<file path="config.mk">
export PLATFORM = sky130hd
export DESIGN_NAME = video_timing_gen_flat
export DESIGN_NICKNAME = d
export VERILOG_FILES = /design/src/rtl/video_timing_pkg.sv /design/src/rtl/video_timing_if.sv /design/src/rtl/pipe_delay.sv /design/src/rtl/video_timing_gen.sv /design/src/flat_wrapper.sv
export SDC_FILE = /design/constraint.sdc
export NUM_CORES = 1
export LEC_CHECK = 0
export BUFFER_PORTS_ARGS = -buffer_cell sky130_fd_sc_hd__buf_2
export CAP_MARGIN = 5
export CORE_ASPECT_RATIO = 1.2
export CORE_MARGIN = 2
export CORE_UTILIZATION = 55
export CTS_BUF_LIST = sky130_fd_sc_hd__clkbuf_16
export DETAILED_ROUTE_END_ITERATION = 8
export PLACE_DENSITY = 0.89
export SYNTH_ARGS = -nofsm -noshare
export SYNTH_HDL_FRONTEND = slang
export SYNTH_SLANG_ARGS = --single-unit
</file>
<file path="constraint.sdc">
create_clock -name clk -period 2.8 [get_ports clk]
set_clock_uncertainty 0.15 [all_clocks]
set_input_delay 0.28 -clock clk [delete_from_list [all_inputs] [get_ports clk]]
set_output_delay 0.28 -clock clk [all_outputs]
set_load 0.1 [all_outputs]
</file>
<file path="src/rtl/video_timing_pkg.sv">
// Shared 640x480@60 raster constants and payload types for the video path.
package video_timing_pkg;

    localparam int unsigned CW       = 10;
    localparam int unsigned H_ACTIVE = 640;
    localparam int unsigned H_FP     = 16;
    localparam int unsigned H_SYNC   = 96;
    localparam int unsigned H_BP     = 48;
    localparam int unsigned V_ACTIVE = 480;
    localparam int unsigned V_FP     = 10;
    localparam int unsigned V_SYNC   = 2;
    localparam int unsigned V_BP     = 33;
    localparam int unsigned H_TOTAL  = H_ACTIVE + H_FP + H_SYNC + H_BP;
    localparam int unsigned V_TOTAL  = V_ACTIVE + V_FP + V_SYNC + V_BP;

    localparam logic SYNC_POL_DEFAULT = 1'b1;

    // Timing controls carried alongside the pixel pipeline.
    typedef struct packed {
        logic hsync;
        logic vsync;
        logic blank;
    } sync_t;

    localparam int unsigned SYNC_W = $bits(sync_t);

endpackage

</file>
<file path="src/rtl/video_timing_if.sv">
// Pixel-request / colour-return bus plus the encoder-facing outputs.
interface video_timing_if;
    import video_timing_pkg::*;

    logic [CW-1:0] pix_x;
    logic [CW-1:0] pix_y;
    logic          pix_valid;
    logic          line_start;
    logic          frame_start;
    logic [2:0]    red_in;
    logic [2:0]    green_in;
    logic [2:0]    blue_in;
    logic          hsync;
    logic          vsync;
    logic          blank;
    logic [2:0]    red;
    logic [2:0]    green;
    logic [2:0]    blue;

    modport master (
        output pix_x, pix_y, pix_valid, line_start, frame_start,
        output hsync, vsync, blank, red, green, blue,
        input  red_in, green_in, blue_in
    );

    modport slave (
        input  pix_x, pix_y, pix_valid, line_start, frame_start,
        input  hsync, vsync, blank, red, green, blue,
        output red_in, green_in, blue_in
    );

endinterface

</file>
<file path="src/rtl/pipe_delay.sv">
// WIDTH x DEPTH shift register with asynchronous reset; DEPTH = 0 is a wire.
module pipe_delay #(
    parameter int unsigned      WIDTH       = 1,
    parameter int unsigned      DEPTH       = 1,
    parameter logic [WIDTH-1:0] RESET_VALUE = '0
) (
    input  logic             clk,
    input  logic             rst,
    input  logic [WIDTH-1:0] din,
    output logic [WIDTH-1:0] dout
);

    generate
        if (DEPTH == 0) begin : g_wire
            logic unused_clk_rst;
            assign unused_clk_rst = clk ^ rst;
            assign dout = din;
        end else begin : g_shift
            logic [WIDTH-1:0] stage [DEPTH];

            // Shift one stage per clock; every stage resets to the idle value.
            always_ff @(posedge clk or posedge rst) begin
                if (rst) begin
                    for (int i = 0; i < int'(DEPTH); i++) stage[i] <= RESET_VALUE;
                end else begin
                    stage[0] <= din;
                    for (int i = 1; i < int'(DEPTH); i++) stage[i] <= stage[i-1];
                end
            end

            assign dout = stage[DEPTH-1];
        end
    endgenerate

endmodule

</file>
<file path="src/rtl/video_timing_gen.sv">
// Raster timing generator: pixel requests out, delay-matched sync/blank/colour
// to the TMDS encoder.
module video_timing_gen
    import video_timing_pkg::CW, video_timing_pkg::sync_t, video_timing_pkg::SYNC_W;
#(
    parameter int unsigned H_ACTIVE = video_timing_pkg::H_ACTIVE,
    parameter int unsigned H_FP     = video_timing_pkg::H_FP,
    parameter int unsigned H_SYNC   = video_timing_pkg::H_SYNC,
    parameter int unsigned H_BP     = video_timing_pkg::H_BP,
    parameter int unsigned V_ACTIVE = video_timing_pkg::V_ACTIVE,
    parameter int unsigned V_FP     = video_timing_pkg::V_FP,
    parameter int unsigned V_SYNC   = video_timing_pkg::V_SYNC,
    parameter int unsigned V_BP     = video_timing_pkg::V_BP,
    parameter logic        SYNC_POL = video_timing_pkg::SYNC_POL_DEFAULT,
    parameter int unsigned PIPE_LAT = 2
) (
    input  logic          clk,
    input  logic          reset,
    video_timing_if.master bus
);

    localparam int unsigned H_TOTAL  = H_ACTIVE + H_FP + H_SYNC + H_BP;
    localparam int unsigned V_TOTAL  = V_ACTIVE + V_FP + V_SYNC + V_BP;
    localparam int unsigned HS_START = H_ACTIVE + H_FP;
    localparam int unsigned HS_END   = HS_START + H_SYNC;
    localparam int unsigned VS_START = V_ACTIVE + V_FP;
    localparam int unsigned VS_END   = VS_START + V_SYNC;

    localparam sync_t SYNC_IDLE = '{hsync: ~SYNC_POL, vsync: ~SYNC_POL, blank: 1'b1};

    logic [CW-1:0] h;
    logic [CW-1:0] v;
    logic          active_c;
    sync_t         raw_c;
    sync_t         del_c;

    // Raster counters: h every clock, v on each h wrap.
    always_ff @(posedge clk or posedge reset) begin
        if (reset) begin
            h <= '0;
            v <= '0;
        end else if (h == CW'(H_TOTAL - 1)) begin
            h <= '0;
            v <= (v == CW'(V_TOTAL - 1)) ? '0 : v + CW'(1);
        end else begin
            h <= h + CW'(1);
        end
    end

    // Stage-0 request and raw timing, decoded straight from the counters.
    always_comb begin
        active_c     = (h < CW'(H_ACTIVE)) && (v < CW'(V_ACTIVE));
        raw_c.hsync  = ((h >= CW'(HS_START)) && (h < CW'(HS_END))) ? SYNC_POL : ~SYNC_POL;
        raw_c.vsync  = ((v >= CW'(VS_START)) && (v < CW'(VS_END))) ? SYNC_POL : ~SYNC_POL;
        raw_c.blank  = ~active_c;
    end

    assign bus.pix_x       = h;
    assign bus.pix_y       = v;
    assign bus.pix_valid   = active_c;
    assign bus.line_start  = (h == '0);
    assign bus.frame_start = (h == '0) && (v == '0);

    // Align sync/blank with the pixel source's colour latency.
    pipe_delay #(
        .WIDTH       (SYNC_W),
        .DEPTH       (PIPE_LAT),
        .RESET_VALUE (SYNC_IDLE)
    ) u_sync_delay (
        .clk  (clk),
        .rst  (reset),
        .din  (raw_c),
        .dout (del_c)
    );

    // Output register: delayed timing plus colour, colour forced black in blanking.
    always_ff @(posedge clk or posedge reset) begin
        if (reset) begin
            bus.hsync <= ~SYNC_POL;
            bus.vsync <= ~SYNC_POL;
            bus.blank <= 1'b1;
            bus.red   <= '0;
            bus.green <= '0;
            bus.blue  <= '0;
        end else begin
            bus.hsync <= del_c.hsync;
            bus.vsync <= del_c.vsync;
            bus.blank <= del_c.blank;
            bus.red   <= del_c.blank ? 3'd0 : bus.red_in;
            bus.green <= del_c.blank ? 3'd0 : bus.green_in;
            bus.blue  <= del_c.blank ? 3'd0 : bus.blue_in;
        end
    end

endmodule
</file>
<file path="src/flat_wrapper.sv">
// flat-port wrapper written by rule: the top's interface ports become plain ports
module video_timing_gen_flat import video_timing_pkg::CW, video_timing_pkg::sync_t, video_timing_pkg::SYNC_W;
#(
    parameter int unsigned H_ACTIVE = video_timing_pkg::H_ACTIVE,
    parameter int unsigned H_FP     = video_timing_pkg::H_FP,
    parameter int unsigned H_SYNC   = video_timing_pkg::H_SYNC,
    parameter int unsigned H_BP     = video_timing_pkg::H_BP,
    parameter int unsigned V_ACTIVE = video_timing_pkg::V_ACTIVE,
    parameter int unsigned V_FP     = video_timing_pkg::V_FP,
    parameter int unsigned V_SYNC   = video_timing_pkg::V_SYNC,
    parameter int unsigned V_BP     = video_timing_pkg::V_BP,
    parameter logic        SYNC_POL = video_timing_pkg::SYNC_POL_DEFAULT,
    parameter int unsigned PIPE_LAT = 2
)
  (clk, reset, bus_pix_x, bus_pix_y, bus_pix_valid, bus_line_start, bus_frame_start, bus_hsync, bus_vsync, bus_blank, bus_red, bus_green, bus_blue, bus_red_in, bus_green_in, bus_blue_in);
  video_timing_if bus_i ();
  input  logic clk;
  input  logic reset;
  output wire logic [$bits(bus_i.pix_x)-1:0] bus_pix_x;
  output wire logic [$bits(bus_i.pix_y)-1:0] bus_pix_y;
  output wire logic [$bits(bus_i.pix_valid)-1:0] bus_pix_valid;
  output wire logic [$bits(bus_i.line_start)-1:0] bus_line_start;
  output wire logic [$bits(bus_i.frame_start)-1:0] bus_frame_start;
  output wire logic [$bits(bus_i.hsync)-1:0] bus_hsync;
  output wire logic [$bits(bus_i.vsync)-1:0] bus_vsync;
  output wire logic [$bits(bus_i.blank)-1:0] bus_blank;
  output wire logic [$bits(bus_i.red)-1:0] bus_red;
  output wire logic [$bits(bus_i.green)-1:0] bus_green;
  output wire logic [$bits(bus_i.blue)-1:0] bus_blue;
  input wire logic [$bits(bus_i.red_in)-1:0] bus_red_in;
  input wire logic [$bits(bus_i.green_in)-1:0] bus_green_in;
  input wire logic [$bits(bus_i.blue_in)-1:0] bus_blue_in;
  assign bus_pix_x = bus_i.pix_x;
  assign bus_pix_y = bus_i.pix_y;
  assign bus_pix_valid = bus_i.pix_valid;
  assign bus_line_start = bus_i.line_start;
  assign bus_frame_start = bus_i.frame_start;
  assign bus_hsync = bus_i.hsync;
  assign bus_vsync = bus_i.vsync;
  assign bus_blank = bus_i.blank;
  assign bus_red = bus_i.red;
  assign bus_green = bus_i.green;
  assign bus_blue = bus_i.blue;
  assign bus_i.red_in = bus_red_in;
  assign bus_i.green_in = bus_green_in;
  assign bus_i.blue_in = bus_blue_in;
  video_timing_gen #(.H_ACTIVE(H_ACTIVE), .H_FP(H_FP), .H_SYNC(H_SYNC), .H_BP(H_BP), .V_ACTIVE(V_ACTIVE), .V_FP(V_FP), .V_SYNC(V_SYNC), .V_BP(V_BP), .SYNC_POL(SYNC_POL), .PIPE_LAT(PIPE_LAT)) u_core (.clk(clk), .reset(reset), .bus(bus_i));
endmodule
</file>
# ---- Word-level counts from Yosys, hierarchy flattened
# Cells that the tools add are included.
dict set report word_totals {
  reg_bits 38
  latch_bits 0
  mem_bits_rw 0
  romBits 0
  in_bits 11
  output_inout_bits 35
  wordCells 34
  mem_count 0
}
dict set report classes {
  add_sub_neg 2
  n_mul 0
  n_div 0
  order_cmp 6
  n_eq_ne 2
  n_shift 0
  n_mux 7
  bitwise_logic 1
  n_reduce_logical 6
}
# op n
set op_table {}
lappend op_table {{$add A10 B1 Y10 const B} 2}
lappend op_table {{$eq A10 B10 Y1 const B} 2}
lappend op_table {{$logic_not A10 Y1} 2}
lappend op_table {{$lt A10 B10 Y1 const B} 2}
lappend op_table {{$lt A10 B9 Y1 const B} 2}
lappend op_table {{$mux W10} 2}
lappend op_table {{$ge A10 B10 Y1 const B} 1}
lappend op_table {{$ge A10 B9 Y1 const B} 1}
lappend op_table {{$mux W3} 3}
lappend op_table {{$logic_and A1 B1 Y1} 4}
lappend op_table {{$mux W1} 2}
lappend op_table {{$not A1 Y1} 1}

# ---- Longest topological paths before layout
dict set report depth {
  word_depth 3
  depth_mapped 6
  ltp_nobuf 6
}

# ---- Cells and area by module
# Synthesis repeated with hierarchy kept, for this count alone.
dict set report hier_totals {
  hier_cells 147
  hier_area_um2 1649.1
}
# mod instances cells_per_inst area_each_um2 seq_area_each_um2
set by_module_without_submodules {}
lappend by_module_without_submodules {video_timing_gen 1 137 1470.2 802.0}
lappend by_module_without_submodules {pipe_delay 1 10 178.9 152.6}

# ---- Least setup slack after synthesis
# No wires, ideal clock.
dict set report synth_timing {
  kind {flip-flop to output port}
  startpoint {reg u_core.h[4], in the netlist u_core.bus.pix_x[4]}
  endpoint {out bus_frame_start}
  arrival_ps 3061
  required_ps 2370
  setup_slack_ps -691
  path_stages_with_launch 5
  n_path_buf 1
  cell_sequence {dfrtp_1 -> clkbuf_2 -> nor4_1 -> and4_1 -> and4_1}
}
dict set report synth_via {
  elab_chain_len 2
}
# element line
set synth_rtl {}
lappend synth_rtl {{start: declaration} video_timing_gen.sv:31} ;# logic [CW-1:0] h;
lappend synth_rtl {{start signal: assignment} video_timing_gen.sv:46} ;# h <= h + CW'(1);
lappend synth_rtl {{$logic_not A10 Y1} -}
lappend synth_rtl {{net bus_line_start} flat_wrapper.sv:22} ;# output wire logic [$bits(bus_i.line_start)-1:0] bus_line_start;
lappend synth_rtl {{$logic_and A1 B1 Y1} video_timing_gen.sv:62} ;# assign bus.frame_start = (h == '0) && (v == '0);
lappend synth_rtl {{end: declaration} flat_wrapper.sv:23} ;# output wire logic [$bits(bus_i.frame_start)-1:0] bus_frame_start;
# The timed path passes the listed nets, and every way through them passes these cells.

# ---- Worst setup path in the final report
dict set report layout_timing {
  startpoint {reg u_core.h[4], in the netlist u_core.bus.pix_x[4]}
  endpoint {out bus_frame_start}
}
dict set report layout_via {
  elab_chain_len 2
}
# element line
set layout_rtl {}
lappend layout_rtl {{$logic_not A10 Y1} video_timing_gen.sv:62}
lappend layout_rtl {{$logic_and A1 B1 Y1} video_timing_gen.sv:62}
# No other way between the ends.

==> impl_results.md <==
- Hold path startpoint: bus_green_in[0]
- Syn Area/Cell: 11.50 um2
- Vias per inst: 5.715
- Commonest non-fill, non-tap cell in the layout: buf_2
- Seq cells post-synth: 38
- Pwr dens: 571.2 mW/mm2
- DP HPWL: 2340 um
- Reg2reg start: u_core.bus.pix_x[0]
- Post-synth cell types: 37
- CTS tree: yes
- Synthesized area: 0.001633 mm2
- Routed Wire Length: 3446 um
- Cells after Synth: 142
- Worst Setup Slack post-DPL: 689.7 ps
- # DRC: 0
- Endpoints failing setup: 0
- Post-Route Utilization: 72.72%
- IO buf count: 45
- Register area share after synthesis: 58.47%
- Worst r2r dst: u_core.bus.pix_y[9]
- Worst setup SP type: register
- Post-route ant nets: 0
- Worst Hold Depth: 2
- Status: completed
- Post-Syn Nets: 157
- Crit path DAT: 1980 ps
- Htree depth: 2
- Final Power: 1.168 mW
- I/O Pins: 46
- R2R cell count: 5
- Dpl cells: 219
- Max Fclk: 414.2 MHz
- ANT cells: 0
- VDD IR max: 0.0004497 V
- RSZ-0062 raised after global routing: no
- Final setup TNS: 0 ps
- Final Critical Period: 2414 ps
- Worst setup path startpoint: u_core.bus.pix_x[4]
- Critical Path Sink Type: output pin
- Chip width: 53.74 um
- Reg2Reg Setup Slack: 740 ps
- Ys async rst share: 100.0%
- Final cell count without fillers: 228
- Final hold violation count: 0
- Worst skew pair latency: 280 ps
- Pleak: 1.037 nW
- Starting DRT DRC Count: 48
- CTS buffer count: 5
- Wire per inst: 15.11 um
- Worst-path fanout max: 8
- CTS sink cnt: 38
- Crit Path Category: register to output pin
- Clock tree buffer depth: 2
- Clk slew on worst S/H paths: 60 ps
- Synthesis Warnings: 0
- Drt first pass iters: 4
- Fin nets: 208
- Vias in the first global route: 1,318
- Die Area: 0.003422 mm2
- First-pass GRT wire length: 5768 um
- Core ar.: 0.002811 mm2
- Rows: 21
- Crit share post-route: 86.22%
- Worst slew pin tran: 494.5 ps
- Overflow after GRT: 0
- Most frequent cells in the layout: 45 x buf_2, 35 x dfrtp_1, 9 x nor2_1, 9 x nor2b_1
- Root buffer cell: clkbuf_16
- Post-cts sizing count: 0
- Max-cap violations: 0
- Worst Path Required: 2370 ps
- WHS Endpoint: u_core.bus.green[0]
- Top FF cell, synth: dfrtp_1
- Fillers: 199
- Initial antenna violation count: 0
- Die height: 63.69 um
- Routability congestion estimate: 0.9143
- Share of post-route cells with drive strength above 1: 35.57%
- Worst setup margin: 385.8 ps
- Slew margin rel.: 67.26%
- Largest net degree at the start of global routing: 39
- Initial Util: 58.08%
- DR vias: 1,303
- Hold Crit Class: input port to register
- Layout area overhead: 25.21%
- Final Max Tran Viols: 0
- Total GRT Usage: 23.83%
- Post-synth EDFFs: 0
## cell families after synthesis
group / synth area share (%)
and+or+nand+nor: 24.37
DFF: 58.47
AOI/OAI and AO/OA: 5.594
xor gates and xnor gates: 5.364
buffers and inverters: 2.452
adders and majority gates: 3.065
muxes: 0.6896
## how the worst max path moves through the flow
stage / end / cells after the start / slack (ps)
2_1_floorplan: bus_frame_start / 4 / 140
6_report: bus_frame_start / 4 / 390
5_1_grt: bus_frame_start / 4 / 310
3_3_place_gp: bus_frame_start / 4 / 760
4_1_cts: bus_frame_start / 4 / 390
3_5_place_dp: bus_frame_start / 4 / 690
## cell usage after synthesis, types with 3 or more instances
cell	count	area, um2
dfstp_2	3	78.83
nor3_1	5	25.02
xor2_1	5	43.79
nor2_1	9	33.78
and3_1	3	18.77
nor2b_1	9	56.30
nand4_1	5	31.28
nand3_1	8	40.04
nand2_1	8	30.03
a21oi_1	5	25.02
inv_1	6	22.52
xnor2_1	5	43.79
dfrtp_1	35	875.8
ha_1	4	50.05
o21ai_0	6	30.03
## layout make-up
class / count / area, um2 / area share [%]
clock buffers: 5 / 125.1 / 6.120
clock inverters: 3 / 13.76 / 0.6732
inverters: 6 / 22.52 / 1.102
multi-input cells: 95 / 643.1 / 31.46
flip-flops and latches: 38 / 954.7 / 46.70
well taps: 34 / 42.54 / 2.081
repair buffers: 47 / 242.7 / 11.87
## where the power goes
part,switching [mW],total [mW],internal [mW]
Clock,0.207,0.530,0.323
Sequential,0.00154,0.558,0.556
Combinational,0.0660,0.0803,0.0143
Total,0.275,1.17,0.893
## critical path: stages (launching register included)
cell and delay, ps:
dfrtp_1 460, nor4_1 330, and4_4 280, and4_4 210, buf_2 420
## per-stage QoR
stage / instance area [um2] / hold WS (ps)
6_report: 2044 / 71.77
2_1_floorplan: 1638 / 181.2
5_1_grt: 2044 / 91.85
4_1_cts: 2044 / 72.06
3_3_place_gp: 1896 / 185.2
3_5_place_dp: 1896 / 186.2
## per-layer routing
layer	up-vias	GRT usage, %	wire length, um
li1	594	-	-
met1	619	26.88	1314
met2	75	38.41	1716
met3	15	5.687	283
met4	0	15.71	131
met5	-	0	0
## registers in the layout, summed over array words and instances, names as in the netlist
signal,count
u_core.bus.green,3
u_core.bus.vsync,1
u_core.bus.red,3
u_core.bus.blue,3
u_core.bus.pix_y,10
u_core.u_sync_delay.g_shift.stage,3
u_core.bus.blank,1
u_core.bus.pix_x,10
u_core.u_sync_delay.dout,3
u_core.bus.hsync,1
## repair_timing
| item | 4_1_cts | 5_1_grt |
|---|---|---|
| buffers inserted | 0 | 0 |
| hold buffers | 1 | 0 |
| hold endpoints to repair | 35 | 0 |
Power figures use the tool's default switching activity.
